===== config.mk =====
export PLATFORM = sky130hd
export DESIGN_NAME = load_queue_flat
export DESIGN_NICKNAME = d
export VERILOG_FILES = /design/src/rtl/load_queue_if.sv /design/src/rtl/load_queue.sv /design/src/flat_wrapper.sv
export SDC_FILE = /design/constraint.sdc
export NUM_CORES = 1
export LEC_CHECK = 0
export ABC_AREA = 1
export CORE_ASPECT_RATIO = 0.75
export CORE_MARGIN = 1.5
export CORE_UTILIZATION = 35
export CTS_BUF_LIST = sky130_fd_sc_hd__clkbuf_4
export DETAILED_ROUTE_END_ITERATION = 10
export DONT_BUFFER_PORTS = 1
export HOLD_SLACK_MARGIN = 0.15
export PLACE_DENSITY = 0.51
export SYNTH_ARGS = -nofsm -noshare
export SYNTH_HDL_FRONTEND = slang
export SYNTH_SLANG_ARGS = --single-unit

===== constraint.sdc =====
create_clock -name clk_in -period 3.9 [get_ports clk_in]
set_clock_uncertainty 0.05 [all_clocks]
set_input_delay 0.975 -clock clk_in [delete_from_list [all_inputs] [get_ports clk_in]]
set_output_delay 0.975 -clock clk_in [all_outputs]
set_load 0.02 [all_outputs]

===== src/rtl/load_queue_if.sv =====
// Load queue handshake bundle: address-unit allocation, ROB commit/flush,
// data-controller read port and ROB writeback.
// The slave modport is the load queue; master is its environment.
interface load_queue_if #(
  parameter int unsigned ADDR_W = 32,
  parameter int unsigned DATA_W = 32,
  parameter int unsigned ROB_W  = 4
);
  logic              rdy;
  logic              alloc_en;
  logic [ADDR_W-1:0] alloc_addr;
  logic [ROB_W-1:0]  alloc_tag;
  logic [2:0]        alloc_funct3;
  logic              full;
  logic              rob_commit_en;
  logic [ROB_W-1:0]  rob_commit_tag;
  logic              rob_flush;
  logic              mem_req;
  logic [ADDR_W-1:0] mem_addr;
  logic [2:0]        mem_width;
  logic              mem_done;
  logic [DATA_W-1:0] mem_data;
  logic              wb_en;
  logic [ROB_W-1:0]  wb_tag;
  logic [DATA_W-1:0] wb_value;

  modport slave (
    input  rdy, alloc_en, alloc_addr, alloc_tag, alloc_funct3,
    input  rob_commit_en, rob_commit_tag, rob_flush, mem_done, mem_data,
    output full, mem_req, mem_addr, mem_width, wb_en, wb_tag, wb_value
  );

  modport master (
    output rdy, alloc_en, alloc_addr, alloc_tag, alloc_funct3,
    output rob_commit_en, rob_commit_tag, rob_flush, mem_done, mem_data,
    input  full, mem_req, mem_addr, mem_width, wb_en, wb_tag, wb_value
  );
endinterface


===== src/rtl/load_queue.sv =====
// Circular load queue between the address unit and the data controller.
// Loads issue one at a time once the ROB marks them commit-safe; the returned
// data is sign/zero extended here and written back to the ROB.
// Optional feature macro LQ_OOO_ISSUE_EN: when defined, the oldest ready
// entry anywhere in the queue may issue (holes tracked by valid bits);
// otherwise issue is strictly in order from head.
module load_queue #(
  parameter int unsigned DEPTH  = 8,
  parameter int unsigned PTR_W  = 3,
  parameter int unsigned ADDR_W = 32,
  parameter int unsigned DATA_W = 32,
  parameter int unsigned ROB_W  = 4
) (
  input logic           clk_in,
  input logic           rst_n_in,
  load_queue_if.slave   bus
);

  localparam logic [PTR_W:0]   FullCnt = (PTR_W + 1)'(DEPTH);
  localparam logic [PTR_W-1:0] PtrOne  = PTR_W'(1);
  localparam logic [PTR_W:0]   CntOne  = (PTR_W + 1)'(1);

  typedef enum logic [1:0] {StIdle, StWait, StDrain} state_e;

  // Entry payload (no reset needed; qualified by valid_q)
  logic [ADDR_W-1:0] addr_q   [DEPTH];
  logic [ROB_W-1:0]  tag_q    [DEPTH];
  logic [2:0]        funct3_q [DEPTH];

  logic [DEPTH-1:0]  valid_q, ready_q;
  logic [PTR_W-1:0]  head_q, tail_q;
  logic [PTR_W:0]    count_q, count_d;
  logic              full_q;
  state_e            state_q;

  // In-flight request
  logic              req_q;
  logic [ADDR_W-1:0] req_addr_q;
  logic [2:0]        req_width_q;
  logic [2:0]        req_funct3_q;
  logic [ROB_W-1:0]  req_tag_q;
  logic [PTR_W-1:0]  req_idx_q;

  logic              wb_en_q;
  logic [ROB_W-1:0]  wb_tag_q;
  logic [DATA_W-1:0] wb_value_q;

  logic              alloc_ok, done_fire, flush_fire;
  logic              issue_hit;
  logic [PTR_W-1:0]  issue_idx, scan_idx;

  function automatic logic [2:0] width_of(input logic [2:0] f);
    case (f[1:0])
      2'b00:   return 3'b001;
      2'b01:   return 3'b010;
      default: return 3'b100;
    endcase
  endfunction

  function automatic logic [DATA_W-1:0] extend(input logic [2:0] f,
                                               input logic [DATA_W-1:0] d);
    case (f)
      3'b000:  return {{(DATA_W - 8){d[7]}}, d[7:0]};
      3'b001:  return {{(DATA_W - 16){d[15]}}, d[15:0]};
      3'b100:  return {{(DATA_W - 8){1'b0}}, d[7:0]};
      3'b101:  return {{(DATA_W - 16){1'b0}}, d[15:0]};
      default: return d;
    endcase
  endfunction

  // Per-cycle qualifiers and next occupancy
  always_comb begin
    flush_fire = bus.rdy && bus.rob_flush;
    done_fire  = bus.rdy && !bus.rob_flush && (state_q == StWait) && bus.mem_done;
`ifdef LQ_OOO_ISSUE_EN
    // With holes the tail slot can still be occupied even when count < DEPTH
    alloc_ok   = bus.rdy && !bus.rob_flush && bus.alloc_en && (count_q < FullCnt) &&
                 !valid_q[tail_q];
`else
    alloc_ok   = bus.rdy && !bus.rob_flush && bus.alloc_en && (count_q < FullCnt);
`endif
    count_d = count_q;
    if (flush_fire) begin
      count_d = '0;
    end else begin
      if (alloc_ok)  count_d = count_d + CntOne;
      if (done_fire) count_d = count_d - CntOne;
    end
  end

  // Issue candidate selection
  always_comb begin
    issue_hit = 1'b0;
    issue_idx = head_q;
    scan_idx  = head_q;
`ifdef LQ_OOO_ISSUE_EN
    // Scan youngest to oldest so the oldest ready entry wins
    for (int k = int'(DEPTH) - 1; k >= 0; k--) begin
      scan_idx = head_q + PTR_W'(k);
      if (valid_q[scan_idx] && ready_q[scan_idx]) begin
        issue_hit = 1'b1;
        issue_idx = scan_idx;
      end
    end
`else
    issue_hit = valid_q[head_q] && ready_q[head_q];
`endif
  end

  // Payload write on allocation
  always_ff @(posedge clk_in) begin
    if (alloc_ok) begin
      addr_q[tail_q]   <= bus.alloc_addr;
      tag_q[tail_q]    <= bus.alloc_tag;
      funct3_q[tail_q] <= bus.alloc_funct3;
    end
  end

  // Queue bookkeeping and issue FSM
  always_ff @(posedge clk_in or negedge rst_n_in) begin
    if (!rst_n_in) begin
      state_q      <= StIdle;
      head_q       <= '0;
      tail_q       <= '0;
      count_q      <= '0;
      full_q       <= 1'b0;
      valid_q      <= '0;
      ready_q      <= '0;
      req_q        <= 1'b0;
      req_addr_q   <= '0;
      req_width_q  <= '0;
      req_funct3_q <= '0;
      req_tag_q    <= '0;
      req_idx_q    <= '0;
      wb_en_q      <= 1'b0;
      wb_tag_q     <= '0;
      wb_value_q   <= '0;
    end else if (!bus.rdy) begin
      wb_en_q <= 1'b0;
    end else begin
      wb_en_q <= 1'b0;
      count_q <= count_d;
      full_q  <= (count_d == FullCnt);

      if (bus.rob_flush) begin
        valid_q <= '0;
        ready_q <= '0;
        head_q  <= '0;
        tail_q  <= '0;
      end else begin
        for (int i = 0; i < int'(DEPTH); i++) begin
          if (valid_q[i] && bus.rob_commit_en && (tag_q[i] == bus.rob_commit_tag)) begin
            ready_q[i] <= 1'b1;
          end
        end
        if (alloc_ok) begin
          valid_q[tail_q] <= 1'b1;
          // A commit for the tag being allocated must not be lost
          ready_q[tail_q] <= bus.rob_commit_en && (bus.rob_commit_tag == bus.alloc_tag);
          tail_q          <= tail_q + PtrOne;
        end
        if (done_fire) begin
          valid_q[req_idx_q] <= 1'b0;
          ready_q[req_idx_q] <= 1'b0;
        end
`ifdef LQ_OOO_ISSUE_EN
        // Lazily step head over freed holes, one slot per cycle
        if ((count_q != '0) && !valid_q[head_q]) head_q <= head_q + PtrOne;
`else
        if (done_fire) head_q <= head_q + PtrOne;
`endif
      end

      case (state_q)
        StIdle: begin
          if (!bus.rob_flush && issue_hit) begin
            req_q        <= 1'b1;
            req_addr_q   <= addr_q[issue_idx];
            req_width_q  <= width_of(funct3_q[issue_idx]);
            req_funct3_q <= funct3_q[issue_idx];
            req_tag_q    <= tag_q[issue_idx];
            req_idx_q    <= issue_idx;
            state_q      <= StWait;
          end
        end
        StWait: begin
          if (bus.mem_done) begin
            req_q   <= 1'b0;
            state_q <= StIdle;
            if (!bus.rob_flush) begin
              wb_en_q    <= 1'b1;
              wb_tag_q   <= req_tag_q;
              wb_value_q <= extend(req_funct3_q, bus.mem_data);
            end
          end else if (bus.rob_flush) begin
            // Request already on the bus: keep it up until it completes
            state_q <= StDrain;
          end
        end
        StDrain: begin
          if (bus.mem_done) begin
            req_q   <= 1'b0;
            state_q <= StIdle;
          end
        end
        default: state_q <= StIdle;
      endcase
    end
  end

  assign bus.full      = full_q;
  assign bus.mem_req   = req_q;
  assign bus.mem_addr  = req_addr_q;
  assign bus.mem_width = req_width_q;
  assign bus.wb_en     = wb_en_q;
  assign bus.wb_tag    = wb_tag_q;
  assign bus.wb_value  = wb_value_q;

endmodule


===== src/flat_wrapper.sv =====
// flat-port wrapper written by rule: the top's interface ports become plain ports
module load_queue_flat 
#(
  parameter int unsigned DEPTH  = 8,
  parameter int unsigned PTR_W  = 3,
  parameter int unsigned ADDR_W = 32,
  parameter int unsigned DATA_W = 32,
  parameter int unsigned ROB_W  = 4
)
  (clk_in, rst_n_in, bus_rdy, bus_alloc_en, bus_alloc_addr, bus_alloc_tag, bus_alloc_funct3, bus_rob_commit_en, bus_rob_commit_tag, bus_rob_flush, bus_mem_done, bus_mem_data, bus_full, bus_mem_req, bus_mem_addr, bus_mem_width, bus_wb_en, bus_wb_tag, bus_wb_value);
  load_queue_if #(.ADDR_W(ADDR_W), .DATA_W(DATA_W), .ROB_W(ROB_W)) bus_i ();
  input logic clk_in;
  input logic rst_n_in;
  input wire logic [$bits(bus_i.rdy)-1:0] bus_rdy;
  input wire logic [$bits(bus_i.alloc_en)-1:0] bus_alloc_en;
  input wire logic [$bits(bus_i.alloc_addr)-1:0] bus_alloc_addr;
  input wire logic [$bits(bus_i.alloc_tag)-1:0] bus_alloc_tag;
  input wire logic [$bits(bus_i.alloc_funct3)-1:0] bus_alloc_funct3;
  input wire logic [$bits(bus_i.rob_commit_en)-1:0] bus_rob_commit_en;
  input wire logic [$bits(bus_i.rob_commit_tag)-1:0] bus_rob_commit_tag;
  input wire logic [$bits(bus_i.rob_flush)-1:0] bus_rob_flush;
  input wire logic [$bits(bus_i.mem_done)-1:0] bus_mem_done;
  input wire logic [$bits(bus_i.mem_data)-1:0] bus_mem_data;
  output wire logic [$bits(bus_i.full)-1:0] bus_full;
  output wire logic [$bits(bus_i.mem_req)-1:0] bus_mem_req;
  output wire logic [$bits(bus_i.mem_addr)-1:0] bus_mem_addr;
  output wire logic [$bits(bus_i.mem_width)-1:0] bus_mem_width;
  output wire logic [$bits(bus_i.wb_en)-1:0] bus_wb_en;
  output wire logic [$bits(bus_i.wb_tag)-1:0] bus_wb_tag;
  output wire logic [$bits(bus_i.wb_value)-1:0] bus_wb_value;
  assign bus_i.rdy = bus_rdy;
  assign bus_i.alloc_en = bus_alloc_en;
  assign bus_i.alloc_addr = bus_alloc_addr;
  assign bus_i.alloc_tag = bus_alloc_tag;
  assign bus_i.alloc_funct3 = bus_alloc_funct3;
  assign bus_i.rob_commit_en = bus_rob_commit_en;
  assign bus_i.rob_commit_tag = bus_rob_commit_tag;
  assign bus_i.rob_flush = bus_rob_flush;
  assign bus_i.mem_done = bus_mem_done;
  assign bus_i.mem_data = bus_mem_data;
  assign bus_full = bus_i.full;
  assign bus_mem_req = bus_i.mem_req;
  assign bus_mem_addr = bus_i.mem_addr;
  assign bus_mem_width = bus_i.mem_width;
  assign bus_wb_en = bus_i.wb_en;
  assign bus_wb_tag = bus_i.wb_tag;
  assign bus_wb_value = bus_i.wb_value;
  load_queue #(.DEPTH(DEPTH), .PTR_W(PTR_W), .ADDR_W(ADDR_W), .DATA_W(DATA_W), .ROB_W(ROB_W)) u_core (.clk_in(clk_in), .rst_n_in(rst_n_in), .bus(bus_i));
endmodule

==> flow_metrics.py, run 1 <==
metrics = {
    "synthesis": {
        "ys_seq_elements": 423,
        "synth_top_family_by_area": "simple AND/OR/NAND/NOR gates",
        "synthCells": 1450,
        "netlist-cell-type-count": 36,
        "synth-xor-area-share_pct": 0.959,
        "yosysTopAreaCell": "edfxtp_1",
        "synthTopCellsByArea": "edfxtp_1 (54%), dfrtp_1 (16%), nand2_1 (5.7%), o21ai_0 (4.0%), nor2_1 (3.5%)",
        "avgSynthCellArea_um2": 12.0,
        "synth.area.mux_share_pct": 2.77,
        "yosys.area_share.simple_pct": 12.2,
        "yosysSeqAreaShare_pct": 70.0,
        "ys_async_sr_fraction_pct": 26.2,
        "synthAdderAreaFrac_pct": 0.577,
        "yosys_warnings": 0,
        "synth-main-ff-cell": "edfxtp_1",
        "synth_compound_area_share_pct": 9.65,
        "synth_edf_count": 312,
        "syn_area_mm2": 0.0173,
        "yosysTopAreaCellShare_pct": 54.0,
        "synth_nets": 1540,
    },
    "job": {
        "drv_cap": 0,
    },
    "placed_design": {
        "place.gp.congestion": 0.811,
        "dp.cells": 2036,
        "numPortBuffers": 0,
        "dpl.hpwl_mm": 25.8,
    },
    "critical_path": {
        "critPathCaptureType": "output port",
        "cp.arrival_ns": 1.80,
        "crit_cells": 0,
        "path_class": "flip-flop to output port",
        "start_kind": "flip-flop",
        "crit_required_ns": 2.87,
        "crit_path_max_fanout": 21,
        "reg2reg_depth": 8,
    },
    "drt": {
        "drc": 0,
        "finalWirelength_mm": 46.2,
        "wl_per_cell_um": 20.2,
        "ant_nets": 0,
        "vias": 11521,
        "drt_iter0_drc": 1050,
        "viasPerCell": 5.05,
        "drt-pass1-iter-count": 5,
    },
    "hold_path": {
        "whs_path_depth": 2,
        "hp-class": "primary input to flip-flop",
    },
    "clock_network": {
        "clockBufferDepth": 3,
        "clkSlewWorstSetupHoldPaths_ns": 0.06,
        "root_buffer": "clkbuf_4",
        "cts_resized": 0,
        "clk_latency_ns": 0.86,
        "cts_buffers": 107,
        "ctsHtreeMaxLevel": 3,
        "clock_sinks": 423,
        "postCtsSetupBuffers": 0,
        "cts_tree": "done",
        "cts_hold_repair.buffers": 42,
    },
    "floorplan": {
        "io_pins": 156,
        "start_util_pct": 35.5,
        "die_x_um": 260,
        "core.rowCount": 70,
        "die_h_um": 196,
        "die-area_mm2": 0.0509,
        "core_mm2": 0.0489,
    },
    "timing": {
        "slew-limit-headroom_pct": 39.2,
        "max_freq_mhz": 354,
        "tightest_slew_ns": 0.912,
        "setup_viol": 0,
        "post-route-min-period_ns": 2.83,
        "setup_tns_ns": 0,
        "rsz0062_at_grt": "no",
        "hold_violations": 0,
        "slew_viol_final": 0,
        "min_period_over_period_pct": 72.5,
    },
    "global_routing": {
        "grt_max_degree": 112,
        "grt_antenna_before_repair": 8,
        "grt_pass1_wl_mm": 69.8,
        "grt_pass1_vias": 11452,
        "grt.total_usage_pct": 18.2,
        "grt.overflow.total": 0,
    },
    "layout": {
        "multi_input_area_mm2": 0.00456,
        "most-common-layout-cells": "edfxtp_1 (312), nand2_1 (265), clkbuf_4 (169)",
        "fill_cells": 4690,
        "final_common_cell": "edfxtp_1",
        "drive_gt1_share_pct": 13.8,
        "stdcell_count": 2281,
        "seq_area_mm2": 0.0122,
        "nNetsFinal": 1629,
        "area_delta_synth_final_pct": 14.7,
    },
    "run_status": {
        "status": "finished clean",
    },
    "power": {
        "p_leak_uw": 0.00743,
        "p_per_area_mw_per_mm2": 550,
        "peakVddDrop_v": 0.000291,
    },
}
Yosys cell counts (11+ instances only):
cell,count
xnor2_1,11
o22ai_1,31
inv_1,62
nor2_1,160
buf_2,33
edfxtp_1,312
dfrtp_1,111
mux2i_1,48
o221ai_1,49
nand3_1,72
nand2_1,265
clkbuf_1,35
o21ai_0,137
a21oi_1,55
where the power goes:
part	total [uW]	leakage, uW	internal (uW)	switching, uW
sequential	5830	0.00427	5190	639
combinational	1190	0.00229	412	775
clock	3930	0.000873	2110	1820
registers in the layout, summed over array words and instances (netlist names):
| signal | count |
|---|---|
| u_core.ready_q | 8 |
| u_core.bus.mem_addr | 32 |
| u_core.req_funct3_q | 3 |
| u_core.req_idx_q | 3 |
| u_core.req_tag_q | 4 |
| u_core.funct3_q | 24 |
| u_core.tail_q | 3 |
| u_core.bus.mem_req | 1 |
| u_core.count_q | 4 |
| u_core.bus.wb_en | 1 |
| u_core.state_q | 2 |
| u_core.valid_q | 8 |
| u_core.head_q | 3 |
| u_core.bus.wb_value | 32 |
| u_core.addr_q | 256 |
| u_core.bus.full | 1 |
| u_core.bus.mem_width | 2 |
| u_core.bus.wb_tag | 4 |
| u_core.tag_q | 32 |
cell type report:
class,instances,share of cell area (%)
clock inverters,29,0.925
well taps,648,4.08
flip-flops and latches,423,61.1
inverters,66,1.27
multi-input cells,878,22.9
repair buffers,63,3.25
diodes,5,0.0629
clock buffers,169,6.38
worst register-to-register path, delay by kind of cell, from the launching register on:
| kind | cells | cell delay [ns] |
|---|---|---|
| AND/OR/NAND/NOR | 3 | 0.31 |
| flip-flops | 1 | 0.44 |
| AO/OA/AOI/OAI | 3 | 0.53 |
| buffers and inverters | 2 | 1.30 |
layer usage:
layer  global-route usage [%]  part of all wire, %
met2                     26.8                   43
met1                     25.6                   47
met3                     5.52                  8.0
met4                     5.97                  2.0
met5                        0                 0.13
worst paths after layout:
| path | from | end | slack (ns) |
|---|---|---|---|
| worst max-delay path | u_core.req_funct3_q[1]$_DFFE_PN0P_ | bus_mem_width[2] | 1.07 |
| worst max register to register | u_core.head_q[0]$_DFFE_PN0P_ | u_core.req_funct3_q[2]$_DFFE_PN0P_ | 1.13 |
| worst min-delay path | bus_mem_data[3] | u_core.bus.wb_value[3]$_DFFE_PN0P_ | 0.23 |
| worst min register to register | u_core.req_tag_q[1]$_DFFE_PN0P_ | u_core.req_tag_q[1]$_DFFE_PN0P_ | 0.45 |
| min in group asynchronous | rst_n_in | u_core.req_tag_q[3]$_DFFE_PN0P_ | 0.73 |
| max in group asynchronous | rst_n_in | u_core.bus.mem_addr[4]$_DFFE_PN0P_ | 2.55 |
logic make-up after synthesis:
kind of cell / count (synthesis)
AOI/OAI and AO/OA: 284
xor gates and xnor gates: 19
adders and majority gates: 8
buffers and inverters: 149
DFF: 423
muxes: 48
and+or+nand+nor: 519
through the flow:
| step | hold WS [ns] | worst slack (ns) | area (um2) | power, uW | utilization (%) |
|---|---|---|---|---|---|
| after floorplan | 0.392 | 0.106 | 17400 | 6680 | - |
| after global placement | 0.423 | 0.972 | 18000 | 7000 | 36.8 |
| after detailed placement | 0.429 | 0.830 | 18000 | 7030 | 36.8 |
| after CTS | 0.156 | 1.02 | 19900 | 11100 | 40.7 |
| after global routing | 0.144 | 0.764 | 19900 | 11500 | 40.7 |
| final | 0.232 | 1.07 | 19900 | 10900 | 40.7 |
Note: power is estimated with default switching activity, not from simulation.
==> run 2, diff against run 1 <==
clock period = 2.6 ns   (was 3.9 ns; I/O delays follow)
==> run 2 against run 1 <==
The flow now finishes with violations (negative hold slack). Core utilization is 1.3 points higher. Sequential power is 49% higher. Global-route usage increased by 0.15 points. Count of clock-buffer cells in the layout is 11 lower. Wire length up 0.45%. First-iteration DRC count fell by 11%. Combinational power rose by 70%. Critical path type is now flip-flop to flip-flop. Setup slack got worse by 0.87 ns.
==> flow_metrics.py, run 2 (synthesis results as in run 1) <==
metrics = {
    "global_routing": {
        "grt.total_usage_pct": 18.3,
        "grt.overflow.total": 0,
        "grt_pass1_wl_mm": 70.7,
        "grt_pass1_vias": 11865,
        "grt_antenna_before_repair": 3,
        "grt_max_degree": 114,
    },
    "drt": {
        "drt-pass1-iter-count": 5,
        "ant_nets": 0,
        "viasPerCell": 5.02,
        "drt_iter0_drc": 930,
        "finalWirelength_mm": 46.4,
        "drc": 0,
        "wl_per_cell_um": 19.8,
        "vias": 11745,
    },
    "timing": {
        "hold_violations": 111,
        "slew_viol_final": 0,
        "hold_slack_ns": -0.545,
        "post-route-min-period_ns": 2.39,
        "max_freq_mhz": 418,
        "tightest_slew_ns": 0.838,
        "setup_viol": 0,
        "rsz0062_at_grt": "no",
        "setup_tns_ns": 0,
        "min_period_over_period_pct": 92.0,
        "setup_slack_ns": 0.208,
        "slew-limit-headroom_pct": 44.1,
    },
    "floorplan": {
        "die_x_um": 260,
        "die_h_um": 196,
        "core.rowCount": 70,
        "core_mm2": 0.0489,
        "io_pins": 156,
        "start_util_pct": 35.5,
        "die-area_mm2": 0.0509,
    },
    "clock_network": {
        "root_buffer": "clkbuf_4",
        "clk_latency_ns": 0.86,
        "clockBufferDepth": 3,
        "cts_hold_repair.buffers": 100,
        "cts_tree": "done",
        "clkSlewWorstSetupHoldPaths_ns": 0.07,
        "cts_buffers": 104,
        "ctsHtreeMaxLevel": 3,
        "clock_sinks": 423,
    },
    "critical_path": {
        "slowest_delay_ns": 0.60,
        "start_kind": "flip-flop",
        "cp_top_family": "buffers and inverters",
        "path_cells": "inv_1 -> ha_1 -> nand2_1 -> inv_1 -> nand2_1 -> inv_2 -> nand2_1 -> a21oi_4 -> a21oi_1 -> dlygate4sd3_1",
        "crit_path_max_fanout": 17,
        "path_class": "flip-flop to flip-flop",
        "cp.arrival_ns": 3.05,
        "crit_required_ns": 3.26,
        "critPathCaptureType": "flip-flop",
        "rr_startpoint": "u_core.state_q[1]$_DFFE_PN0P_",
        "reg2reg_depth": 10,
        "r2r_slack_ns": 0.21,
        "crit_path_frequent_cell": "nand2_1",
        "path_buf_inv": 4,
        "r2r_end": "u_core.bus.wb_value[21]$_DFFE_PN0P_",
        "cp_slowest_cell": "dlygate4sd3_1",
    },
    "power": {
        "peakVddDrop_v": 0.000372,
        "p_per_area_mw_per_mm2": 795,
        "p_leak_uw": 0.00765,
    },
    "layout": {
        "largest_reg_flops": 256,
        "area_delta_synth_final_pct": 18.2,
        "multi_input_area_mm2": 0.00458,
        "most-common-layout-cells": "edfxtp_1 (312), nand2_1 (265), clkbuf_4 (158)",
        "fill_cells": 4649,
        "final_common_cell": "edfxtp_1",
        "utilization_pct": 42.0,
        "stdcell_count": 2339,
        "final_area_mm2": 0.0205,
        "seq_area_mm2": 0.0122,
        "largest_register": "u_core.addr_q",
        "nNetsFinal": 1691,
        "drive_gt1_share_pct": 12.9,
    },
    "placed_design": {
        "place.gp.congestion": 0.871,
        "dp.cells": 2043,
        "placed_cell_area_mm2": 0.0181,
        "pre_cts_ws_ns": 0.444,
        "dpl.hpwl_mm": 24.8,
        "numPortBuffers": 0,
    },
    "hold_path": {
        "hp-class": "primary input to async pin",
    },
    "run_status": {
        "violations": "negative hold slack",
        "status": "finished, violations left",
    },
    "job": {
        "drv_cap": 0,
    },
}
run 2: cell types whose count changed in the layout (fill, tap and decap cells not counted), sizes merged:
cell         before  now
buf              22   28
clkbuf          169  158
clkinv           24   31
clkinvlp          0    2
dlygate4sd3      41  100
diode             5    2
bufinv            2    0
run 2: worst max-delay path by stage:
stage / start / endpoint / cells past startpoint
floorplan: bus_rdy / u_core.addr_q[1][0]$_DFFE_PP_ / 3
global placement: bus_mem_done / u_core.bus.full$_DFFE_PN0P_ / 12
detailed placement: bus_mem_done / u_core.bus.full$_DFFE_PN0P_ / 12
CTS: u_core.state_q[1]$_DFFE_PN0P_ / u_core.bus.wb_value[26]$_DFFE_PN0P_ / 10
global route: u_core.state_q[1]$_DFFE_PN0P_ / u_core.bus.wb_value[21]$_DFFE_PN0P_ / 10
finish: u_core.state_q[1]$_DFFE_PN0P_ / u_core.bus.wb_value[21]$_DFFE_PN0P_ / 10
run 2: timing repair:
item                                   in CTS  in global routing
buffers inserted                            0                  0
endpoints found under the hold margin     483                111
setup endpoints to repair                   0                 14
resized for setup                           0                  1
run 2: power breakdown:
| part | total (uW) | internal, uW | switching, uW |
|---|---|---|---|
| sequential | 8710 | 7790 | 924 |
| clock | 5580 | 2810 | 2770 |
| combinational | 2020 | 819 | 1210 |
| total | 16300 | 11400 | 4900 |
run 2: area by class of cell:
type	instances	area share, %
Clock inverter	36	0.848
Tap cell	648	3.95
Antenna cell	2	0.0244
Timing Repair Buffer	128	6.58
Multi-Input combinational cell	878	22.3
Sequential cell	423	59.3
Clock buffer	158	5.78
Inverter	66	1.23
run 2: metrics by stage:
stage / power [uW] / hold slack [ns]
after floorplan: 10000 / 0.304
after global routing: 17200 / -0.669
after global placement: 10500 / 0.312
final: 16300 / -0.545
after CTS: 16600 / -0.689
after detailed placement: 10500 / 0.310
run 2: routing by layer:
layer  global-route usage (%)  vias up  share of wire [%]
met4                     6.44        2                1.9
met5                        0        -              0.026
met2                     27.0      377                 44
met3                     5.39       75                7.1
met1                     25.7     5744                 47
li1                         -     5547                  -
==> run 3, diff against run 2 <==
CORE_UTILIZATION = 55   (was 35)
CTS_CLUSTER_SIZE = 8   (was not set)
PLACE_DENSITY = 0.72   (was 0.51)
==> run 3 against run 2 <==
The flow still finishes with violations (negative hold slack). Worst hold slack gained 0.054 ns. Setup slack lost 0.067 ns. Design area shrank 1.7%.
==> flow_metrics.py, run 3 (synthesis results as in run 1) <==
metrics = {
    "placed_design": {
        "dpl.hpwl_mm": 22.9,
        "numPortBuffers": 0,
        "place.gp.congestion": 0.958,
        "pre_cts_ws_ns": 0.485,
        "placed_cell_area_mm2": 0.0178,
    },
    "layout": {
        "largest_register": "u_core.addr_q",
        "most-common-layout-cells": "edfxtp_1 (312), nand2_1 (265), nor2_1 (157)",
        "nNetsFinal": 1685,
        "area_delta_synth_final_pct": 16.2,
        "final_area_mm2": 0.0202,
        "largest_reg_flops": 256,
        "final_common_cell": "edfxtp_1",
        "drive_gt1_share_pct": 12.7,
    },
    "global_routing": {
        "grt_pass1_wl_mm": 65.6,
        "grt_antenna_before_repair": 4,
        "grt_pass1_vias": 11724,
        "grt_max_degree": 120,
        "grt.total_usage_pct": 26.6,
        "grt.overflow.total": 0,
    },
    "clock_network": {
        "cts_buffers": 101,
        "cts_tree": "done",
        "clkSlewWorstSetupHoldPaths_ns": 0.07,
        "clockBufferDepth": 3,
        "postCtsSetupBuffers": 0,
        "clk_latency_ns": 0.82,
        "root_buffer": "clkbuf_4",
        "cts_hold_repair.buffers": 99,
        "clock_sinks": 423,
        "ctsHtreeMaxLevel": 3,
    },
    "run_status": {
        "violations": "negative hold slack",
        "status": "finished, violations left",
    },
    "critical_path": {
        "path_class": "flip-flop to flip-flop",
        "crit_path_max_fanout": 17,
        "r2r_end": "u_core.bus.wb_value[26]$_DFFE_PN0P_",
        "r2r_slack_ns": 0.14,
        "reg2reg_depth": 10,
        "path_buf_inv": 4,
        "rr_startpoint": "u_core.state_q[1]$_DFFE_PN0P_",
        "cp_top_family": "buffers and inverters",
        "path_cells": "inv_1 -> ha_1 -> nand2_1 -> inv_1 -> nand2_1 -> inv_2 -> nand2_1 -> a21oi_4 -> a21oi_1 -> dlygate4sd3_1",
        "cp_slowest_cell": "dlygate4sd3_1",
        "crit_required_ns": 3.22,
        "critPathCaptureType": "flip-flop",
        "slowest_delay_ns": 0.60,
        "start_kind": "flip-flop",
        "cp.arrival_ns": 3.08,
        "crit_path_frequent_cell": "nand2_1",
    },
    "job": {
        "drv_cap": 0,
    },
    "drt": {
        "wl_met3_mm": 4.53,
        "wl_met1_mm": 18.1,
        "drt_iter0_drc": 1264,
        "dr.max_layer_used": "met4",
        "viasPerCell": 5.77,
        "dr_wl_met2_mm": 19.5,
        "drc": 0,
        "finalWirelength_mm": 43.0,
        "vias": 12072,
        "ant_nets": 0,
        "wl_per_cell_um": 20.6,
        "drt-pass1-iter-count": 7,
    },
    "timing": {
        "hold_slack_ns": -0.491,
        "post-route-min-period_ns": 2.46,
        "rsz0062_at_grt": "no",
        "min_period_over_period_pct": 94.6,
        "slew_viol_final": 0,
        "setup_slack_ns": 0.141,
        "setup_viol": 0,
        "hold_violations": 111,
        "max_freq_mhz": 407,
        "slew-limit-headroom_pct": 35.3,
        "tightest_slew_ns": 0.970,
    },
    "floorplan": {
        "die-area_mm2": 0.0326,
        "die_x_um": 208,
        "core_mm2": 0.0312,
        "io_pins": 156,
        "start_util_pct": 55.6,
        "die_h_um": 157,
        "core.rowCount": 56,
    },
    "power": {
        "peakVddDrop_v": 0.000519,
        "p_per_area_mw_per_mm2": 805,
        "p_leak_uw": 0.00764,
    },
    "hold_path": {
        "hp-class": "primary input to async pin",
    },
}
run 3: worst max path at each step:
stage,depth (start not counted),start,slack [ns],end
2_1_floorplan,3,bus_rdy,-0.22,u_core.addr_q[1][0]$_DFFE_PP_
3_3_place_gp,14,bus_rdy,0.54,u_core.bus.full$_DFFE_PN0P_
3_5_place_dp,6,bus_rob_flush,0.48,u_core.addr_q[3][8]$_DFFE_PP_
4_1_cts,10,u_core.state_q[1]$_DFFE_PN0P_,0.08,u_core.bus.wb_value[24]$_DFFE_PN0P_
5_1_grt,10,u_core.state_q[1]$_DFFE_PN0P_,0.0008,u_core.bus.wb_value[26]$_DFFE_PN0P_
6_report,10,u_core.state_q[1]$_DFFE_PN0P_,0.14,u_core.bus.wb_value[26]$_DFFE_PN0P_
run 3: stage by stage:
step	setup TNS [ns]	instances	utilization (%)	total power, uW	hold WS (ns)
floorplan	-8.96	1450	-	10000	0.304
global placement	0	1799	57.1	10400	0.307
detailed placement	0	1799	57.1	10500	0.307
CTS	0	2087	64.6	16300	-0.583
global route	0	2090	64.6	17000	-0.559
finish	0	2093	64.7	16200	-0.491
run 3: repair_timing:
action,CTS,global route
resized for setup,0,2
endpoints found under the hold margin,479,111
endpoints found under the setup margin,0,16
run 3: worst reg2reg max path, cell delays in order, from the launching register on:
cell and delay [ns]:
dfrtp_1 0.41, inv_1 0.09, ha_1 0.17, nand2_1 0.06, inv_1 0.05, nand2_1 0.09
inv_2 0.09, nand2_1 0.11, a21oi_4 0.45, a21oi_1 0.17, dlygate4sd3_1 0.60
run 3: report_power, final:
part / switching, uW / internal (uW) / total (uW)
clock: 2620 / 2830 / 5450
sequential: 945 / 7790 / 8730
combinational: 1220 / 835 / 2050
run 3: layout make-up:
class	instances	area [um2]
flip-flops and latches	423	12200
fillers	2295	11000
multi-input cells	878	4580
repair buffers	125	1320
clock buffers	155	1160
well taps	406	508
inverters	66	253
clock inverters	34	171
diodes	6	15.0
run 3: per-layer routing:
| layer | vias up | global-route usage (%) |
|---|---|---|
| met5 | - | 0 |
| met4 | 0 | 9.42 |
| met3 | 72 | 9.47 |
| met2 | 603 | 39.8 |
| met1 | 5863 | 36.1 |
| li1 | 5534 | - |
==> patch: new RTL, flow settings as in run 1 <==
Build with the macro `LQ_OOO_ISSUE_EN` defined.
--- a/src/rtl/load_queue.sv
+++ b/src/rtl/load_queue.sv
@@ -4,6 +4,8 @@
 // Optional feature macro LQ_OOO_ISSUE_EN: when defined, the oldest ready
 // entry anywhere in the queue may issue (holes tracked by valid bits);
 // otherwise issue is strictly in order from head.
+`define LQ_OOO_ISSUE_EN
+
 module load_queue #(
   parameter int unsigned DEPTH  = 8,
   parameter int unsigned PTR_W  = 3,
Function: not settled (the Yosys comparison gave no result); the edit may change what the design does.
==> patch against run 1 <==
- first-iteration DRC count grew 2.7%
- fmax fell by 18%
- routed wire length increased by 19%
- sequential cell count is the same
- synthesized cell count grew 28%
- area after synthesis is 8.0% higher
- setup slack worse by 0.63 ns
- design area increased by 11%
- critical endpoint is now u_core.bus.mem_addr[16]
- highest routed layer unchanged
Power is not compared: it rests on default switching activity, and its combinational part moved more than twofold at a synthesized area within 25%.
==> patch: results (changes against run 1) <==
| Metric | Value |
|---|---|
| Synth top cells by count | 541 x nand2_1, 414 x nand3_1, 312 x edfxtp_1 (was 312 x edfxtp_1, 265 x nand2_1, 160 x nor2_1) |
| Crit path DAT | 4.14 ns (was 1.80 ns) |
| Met1 wire length | 25,700 um (was 21,600 um) |
| Main synth FF type | edfxtp_1 (unchanged) |
| Nets | 2,062 (was 1,629) |
| Layout cells sized above 1 | 12.0% (was 13.8%) |
| Setup crit end kind | register (was output port) |
| Wire length per cell | 19.8 um (was 20.2 um) |
| Syn_area_per_cell | 10.1 sq um (was 12.0 sq um) |
| Critical path origin | u_core.head_q[1] (was u_core.req_funct3_q[1]) |
| IO Port Bufs | 0 (unchanged) |
| Setup slack, reg-to-reg | 0.45 ns (was 1.13 ns) |
| Pre-CTS setup slack | 0.335 ns (was 0.830 ns) |
| Hold path start | bus_mem_data[26] (was bus_mem_data[3]) |
| Seq/Total Area, Yosys | 64.8% (was 70.0%) |
| Non-filler cells in the finished layout | 2,775 (was 2,281) |
| Multiplexer share of the synthesized area | 0% (was 2.77%) |
| GRT Util Overall | 20.2% (was 18.2%) |
| Hpwl dp | 32,800 um (was 25,800 um) |
| Cell family with most CP delay | buffers and inverters |
| Met2 WL | 24,000 um (was 19,900 um) |
| Synthesized Nets | 1,942 (was 1,540) |
| Largest net degree at the start of global routing | 112 (unchanged) |
| CP Max Fanout | 72 (was 21) |
| Netlist cell types | 43 (was 36) |
| CTS buffer count | 107 (unchanged) |
| Post-synthesis xor/xnor area fraction | 0.694% (was 0.959%) |
| Worst slew pin tran | 0.788 ns (was 0.912 ns) |
| Synth area leaders | edfxtp_1 50%, dfrtp_1 15%, nand3_1 11% (was edfxtp_1 54%, dfrtp_1 16%, nand2_1 5.7%) |
| Placed cells | 2,506 (was 2,036) |
| Starting DRC count in detailed routing | 1,078 (was 1,050) |
| Placed instance area | 19,900 sq um (was 18,000 sq um) |
| Via Count | 14,284 (was 11,521) |
| Routability Congestion | 0.872 (was 0.811) |
| Met3 wire len | 4380 um (was 3670 um) |
| Compound-cell area share of the yosys netlist | 5.38% (was 9.65%) |
| # fillers | 5,215 (was 4,690) |
| Adder-Cell Fraction of Synth Area | 0.668% (was 0.577%) |
| Worst R2R End | u_core.bus.mem_addr[16] (was u_core.req_funct3_q[2]) |
| Initial antenna violation count | 7 (was 8) |
| Reg2Reg Depth | 17 (was 8) |
| Tcrit/Tclk final | 88.5% (was 72.5%) |
| Status | finished clean (unchanged) |
| First-pass GRT wire length | 85,000 um (was 69,800 um) |
patch: changes by cell type after synthesis, sizes merged, moves of 8 or more:
cell	before	now
nand3	73	415
nand2	266	545
nor2	162	69
o21ai	139	56
o221ai	49	0
mux2i	48	0
buf	48	70
o22ai	31	17
a2bb2oi	0	8
patch: timing repair:
action | in CTS | in global routing
setup endpoints to repair | 0 | 24
buffers inserted | 0 | 2
hold endpoints to repair | 447 | 0
resized for setup | 0 | 1
hold buffers | 65 | 0
patch: how the worst min path moves through the flow:
stage / end / slack, ns
after global routing: u_core.bus.wb_value[26] / 0.15
after CTS: u_core.bus.wb_value[26] / 0.15
after detailed placement: u_core.req_funct3_q[0] / 0.46
final: u_core.bus.wb_value[26] / 0.27
after global placement: u_core.req_funct3_q[0] / 0.47
after floorplan: u_core.req_tag_q[0] / 0.40
patch: report_power, final:
group          internal [mW]  switching (mW)  leakage, nW
combinational           2.88            5.61         3.66
sequential              5.31           0.853         4.22
clock                   2.06            1.84        0.836
patch: worst register-to-register path, delay by kind of cell (launching register included):
kind            cells  cell delay, ns
fa+ha+maj           1            0.28
compound gates      2            0.25
buf+inv             4            1.17
flops               1            0.49
simple gates       10            1.12
patch: area by class of cell:
cell class | instances | share of cell area [%]
Tap cell | 712 | 4.04
Multi-Input combinational cell | 1243 | 26.8
Clock inverter | 48 | 1.37
Clock buffer | 151 | 5.14
Sequential cell | 423 | 55.1
Antenna cell | 3 | 0.0340
Timing Repair Buffer | 121 | 6.30
Inverter | 74 | 1.26
patch: layer usage:
layer	track usage [%]	up-vias
met2	30.4	498
met4	5.42	8
met3	5.84	86
met5	0	-
met1	28.4	6892
li1	-	6800
